## config.mk

```make
export PLATFORM = sky130hd
export DESIGN_NAME = cex_ladder
export DESIGN_NICKNAME = d
export VERILOG_FILES = /design/src/rtl/cex_pkg.sv /design/src/rtl/cex_sat_counter.sv /design/src/rtl/cex_ladder.sv
export SDC_FILE = /design/constraint.sdc
export NUM_CORES = 1
export LEC_CHECK = 0
export CORE_AREA = 2 2 39 41
export DETAILED_ROUTE_END_ITERATION = 7
export DIE_AREA = 0 0 41 43
export HOLD_SLACK_MARGIN = 0.05
export PLACE_DENSITY = 0.66
export SLEW_MARGIN = 20
export SYNTH_ARGS = -nofsm -noshare
export SYNTH_HDL_FRONTEND = slang
export SYNTH_SLANG_ARGS = --single-unit
export TNS_END_PERCENT = 5
```

## constraint.sdc

```tcl
create_clock -name clock -period 3 [get_ports clock]
set_clock_uncertainty 0.15 [all_clocks]
set_input_delay 0.45 -clock clock [delete_from_list [all_inputs] [get_ports clock]]
set_output_delay 0.45 -clock clock [all_outputs]
set_load 0.01 [all_outputs]
```

## src/rtl/cex_pkg.sv

```systemverilog
// Shared definitions for the cex ladder family: retreat-mode encodings and the
// width-independent next-state rule used by the ladder FSM.
package cex_pkg;

    localparam logic [1:0] RM_HOLD = 2'd0;
    localparam logic [1:0] RM_ZERO = 2'd1;
    localparam logic [1:0] RM_BACK = 2'd2;
    localparam logic [1:0] RM_RSVD = 2'd3;

    // Priority: absorbing top, auto-advance from 0, advance on i, else retreat mode.
    function automatic int next_state(input int state, input logic i,
                                      input logic [1:0] mode, input logic auto0,
                                      input int depth);
        int ns;
        if (state == depth - 1) begin
            ns = state;
        end else if (state == 0 && auto0) begin
            ns = 1;
        end else if (i) begin
            ns = state + 1;
        end else begin
            case (mode)
                RM_ZERO:          ns = 0;
                RM_BACK:          ns = (state == 0) ? 0 : state - 1;
                RM_HOLD, RM_RSVD: ns = state;
                default:          ns = state;
            endcase
        end
        return ns;
    endfunction

endpackage

```

## src/rtl/cex_sat_counter.sv

```systemverilog
// Saturating up-counter with synchronous clear; clr wins over inc.
module cex_sat_counter #(
    parameter int WIDTH = 4
) (
    input  logic             clock,
    input  logic             reset_n,
    input  logic             clr,
    input  logic             inc,
    output logic [WIDTH-1:0] count
);

    always_ff @(posedge clock or negedge reset_n) begin
        if (!reset_n) begin
            count <= '0;
        end else if (clr) begin
            count <= '0;
        end else if (inc && count != '1) begin
            count <= count + WIDTH'(1);
        end
    end

endmodule

```

## src/rtl/cex_ladder.sv

```systemverilog
// DEPTH-state ladder FSM with clock enable, one-hot decode, dwell counter and
// registered advance/retreat pulses.
module cex_ladder
    import cex_pkg::*;
#(
    parameter int                   DEPTH        = 4,
    parameter int                   AUTO0        = 1,
    parameter logic [2*DEPTH-1:0]   RETREAT_MODE = 'h04,
    parameter int                   DWELL_W      = 4
) (
    input  logic                       clock,
    input  logic                       reset_n,
    input  logic                       en,
    input  logic                       i,
    output logic [$clog2(DEPTH)-1:0]   state,
    output logic [DEPTH-1:0]           at_state,
    output logic                       done,
    output logic [DWELL_W-1:0]         dwell,
    output logic                       advanced,
    output logic                       retreated
);

    localparam int SW  = $clog2(DEPTH);
    // Mode table padded to every encodable index so the lookup never runs off the end.
    localparam int RMW = 2 * (2 ** SW);
    localparam logic [RMW-1:0] RM_EXT = RMW'(RETREAT_MODE);

    if (DEPTH < 2) begin : g_bad_depth
        $error("cex_ladder: DEPTH must be at least 2");
    end
    if (DWELL_W < 1) begin : g_bad_dwell
        $error("cex_ladder: DWELL_W must be at least 1");
    end

    logic [1:0]    mode;
    logic [SW-1:0] state_nx;
    logic          moved;

    assign mode = RM_EXT[{state, 1'b0} +: 2];

    always_comb begin
        state_nx = SW'(next_state(int'(state), i, mode, AUTO0 != 0, DEPTH));
    end

    assign moved = (state_nx != state);

    always_ff @(posedge clock or negedge reset_n) begin
        if (!reset_n) begin
            state     <= '0;
            advanced  <= 1'b0;
            retreated <= 1'b0;
        end else if (en) begin
            state     <= state_nx;
            advanced  <= (state_nx > state);
            retreated <= (state_nx < state);
        end else begin
            advanced  <= 1'b0;
            retreated <= 1'b0;
        end
    end

    for (genvar k = 0; k < DEPTH; k++) begin : g_decode
        assign at_state[k] = (state == SW'(k));
    end

    assign done = (state == SW'(DEPTH - 1));

    cex_sat_counter #(
        .WIDTH (DWELL_W)
    ) u_dwell (
        .clock   (clock),
        .reset_n (reset_n),
        .clr     (en && moved),
        .inc     (en && !moved),
        .count   (dwell)
    );

endmodule

```

==> reports/metrics.yaml <==
yosys:
  yosys.area_share.adder_pct: 17.03
  synth-warning-count: 0
  synth_simple_gate_area_share_pct: 15.82
  sequential_fraction_of_the_synthesis_area_pct: 38.93
  synthesis.nets: 61
  compound_cell_area_share_of_the_yosys_netlist_pct: 18.49
  synth_top_family_by_area: "compound AO/OA/AOI/OAI gates"
  synth_seq_cells: 8
  post_synth_mux_area_share_pct: 3.893
  synth_xor_xnor_area_share_pct: 0
  syn_avg_cell_area_um2: 10.28
  syn_area_um2: 514.2
  synthesized_instance_count: 50
  yosysUniqueCellTypes: 24
hold_path:
  worstHoldPathType: "in -> async"
finish:
  layout.nets: 81
  finalCoreUtilization_pct: 51.27
  antennaDiodeCount: 0
  layout-area-overhead-vs-synth_pct: 37.96
  post_route_cells_drive_above_1_share_pct: 8.824
  final.fill_count: 137
flow_run:
  maxCapViolCount: 0
global_route:
  total_congestion_overflow: 0
  global_route_wire_length_before_repair_um: 1731
  largest_net_degree_at_the_start_of_global_routing: 10
  globalRouteTotalUtil_pct: 15.47
  vias_in_the_first_global_route: 395
  antenna_found_initial: 0
die:
  die_area_um2: 1763
  die_x_um: 41
  initial_utilization_pct: 37.16
  dieHeight_um: 43
  top_level_ports: 17
  fp-row-count: 14
  coreArea_um2: 1384
clock_network:
  htree_num_levels: 1
  post_cts_resized: 0
  clock_tree.buffer_depth: 2
  clk-insertion-delay-late_ns: 0.25
  worst_setup_hold_path_clk_slew_ns: 0.05
  tritoncts_clock_tree: "yes"
  cts_hold_buf: 0
  sinks_on_the_clock_net: 8
  number_of_buffers_added_by_the_clock_tree_synthesis_step: 3
  number_of_buffers_added_for_setup_after_cts: 0
  cts_root_buffer: "clkbuf_4"
critical_path:
  critical_path_peak_fanout: 9
  critical_path_class: "reg -> reg"
  worst_setup_start_kind: "flop"
  timing.critical_path.to_type: "flop"
  longest_individual_stage_delay_on_the_worst_path_ns: 0.49
  slowest_stage: "dfrtp_1"
  crit_path_cell_trace: "inv_1, ha_1, nand2_1, a2bb2oi_1, o21ai_0, ha_1, inv_1, o311a_4, a21boi_0"
  arr_time_crit_path_ns: 2.38
  worstPathBufferInverterCount: 2
  worst-endpoint-required_ns: 2.98
  delay_heaviest_family_cp: "compound AO/OA/AOI/OAI gates"
  rrSetupSlack_ns: 0.59
power:
  power_per_cell_area_nw_per_um2: 846.2
  leakagePower_nw: 0.3202
  ir_drop_mv: 0.4423
route:
  dr.first_iter.drc_count: 0
  detailed_route_via_count: 425
  ant_nets: 0
  routed.top_layer: "met4"
  drc: 0
  drt_pass1_iterations: 1
  vias_per_cell: 5.060
  detail_route.wirelength_um: 1030
  detailroute.wirelength.met2_um: 495
  detailroute.wirelength.met3_um: 36
  wl_met1_um: 477
  wire_per_inst_um: 12.26
timing:
  setup_tns_ns: 0
  timing.final.hold_violations: 0
  final_period_minus_worst_setup_slack_ns: 2.405
  fmax_ghz: 0.4158
  slew_viol_final: 0
  grt_setup_unrepaired: "no"
  worst-slew-pin-transition_ns: 0.3585
  final-setup-viol-count: 0
  final.period_utilization_pct: 80.17
  max_slew_headroom_pct: 76.02
placement:
  dp.final_hpwl_um: 805.4
  port-buffer-count: 16
  finalWeightedCongestion: 0.7537
outcome:
  run_status: "finished clean"
[Yosys cell counts, drive strengths merged]
| cell type | n | area share [%] |
|---|---|---|
| a211oi | 1 | 1.5 |
| nor3 | 2 | 2.9 |
| and3 | 2 | 2.4 |
| nand3b | 1 | 1.5 |
| and2b | 1 | 1.7 |
| o22ai | 1 | 1.2 |
| a32oi | 1 | 1.7 |
| nand2 | 2 | 1.5 |
| nand3 | 1 | 0.97 |
| nor2 | 1 | 0.73 |
| o21ai | 3 | 2.9 |
| a2bb2oi | 1 | 1.7 |
| and4 | 1 | 1.7 |
| buf | 1 | 1.5 |
| mux2i | 2 | 3.9 |
| nand4 | 1 | 1.2 |
| a21oi | 4 | 3.9 |
| o311a | 1 | 4.1 |
| ha | 7 | 17 |
| inv | 6 | 4.4 |
| or3 | 1 | 1.2 |
| dfrtp | 8 | 39 |
| a21boi | 1 | 1.5 |
[through the flow]
stage	hold slack (ns)	instances	instance area (µm²)	setup slack (ns)	power, mW
after global placement	0.4264	81	686.9	0.5292	0.5218
after floorplan	0.004409	50	514.2	0.7181	0.3724
after detailed placement	0.4424	81	686.9	0.5247	0.5252
after global routing	0.3449	84	709.4	0.3471	0.6646
final	0.3216	84	709.4	0.5948	0.6003
after CTS	0.3255	84	709.4	0.6020	0.6069
[power by group]
group | internal, mW | switching (mW) | total (mW) | leakage, nW
clock | 0.0456 | 0.0343 | 0.0799 | 0.0138
combinational | 0.184 | 0.153 | 0.337 | 0.202
sequential | 0.142 | 0.0414 | 0.183 | 0.105
total | 0.372 | 0.228 | 0.600 | 0.320
[layout by cell type, fill, tap and decap left out, types with 2 or more instances in the layout]
cell	n
nand2_1	2
clkdlybuf4s50_1	16
inv_1	6
o21ai_0	3
a21oi_1	4
ha_1	7
mux2i_1	2
dfrtp_1	8
clkbuf_4	3
and3_1	2
[worst register-to-register path, delay by kind of cell (launching register included)]
family                   cells  cell delay, ns
flip-flops                   1            0.49
buffers and inverters        2            0.22
AO/OA/AOI/OAI                4            0.74
adder cells (fa/ha/maj)      2            0.61
AND/OR/NAND/NOR              1            0.07
[area by class of cell]
type / count / area [µm²] / share of cell area [%]
Clock buffer: 3 / 22.52 / 3.175
Tap cell: 16 / 20.02 / 2.822
Timing Repair Buffer: 16 / 160.2 / 22.58
Sequential cell: 8 / 200.2 / 28.22
Inverter: 6 / 22.52 / 3.175
Multi-Input combinational cell: 35 / 284.0 / 40.04
[worst paths after layout]
path,startpoint,endpoint,cells after the start
setup / recovery,state[1],advanced,9
hold / removal,reset_n,retreated,1
setup reg to reg,state[1],advanced,9
hold reg to reg,u_dwell.count[3],u_dwell.count[3],2
max in group asynchronous,reset_n,u_dwell.count[1],1
min in group clock,u_dwell.count[3],u_dwell.count[3],2
[routing by layer]
metal,vias to the layer above,global-route usage (%)
met4,0,10.00
met2,7,19.69
met1,198,19.74
li1,218,-
met5,-,0
met3,2,7.853
[cell families (layout without fill, tap and decap cells)]
logic type	Yosys count	in the layout
simple gates	13	13
mux	2	2
flops	8	8
buf+inv	7	25
fa+ha+maj	7	7
compound gates	13	13
(Power assumes the default switching activity.)
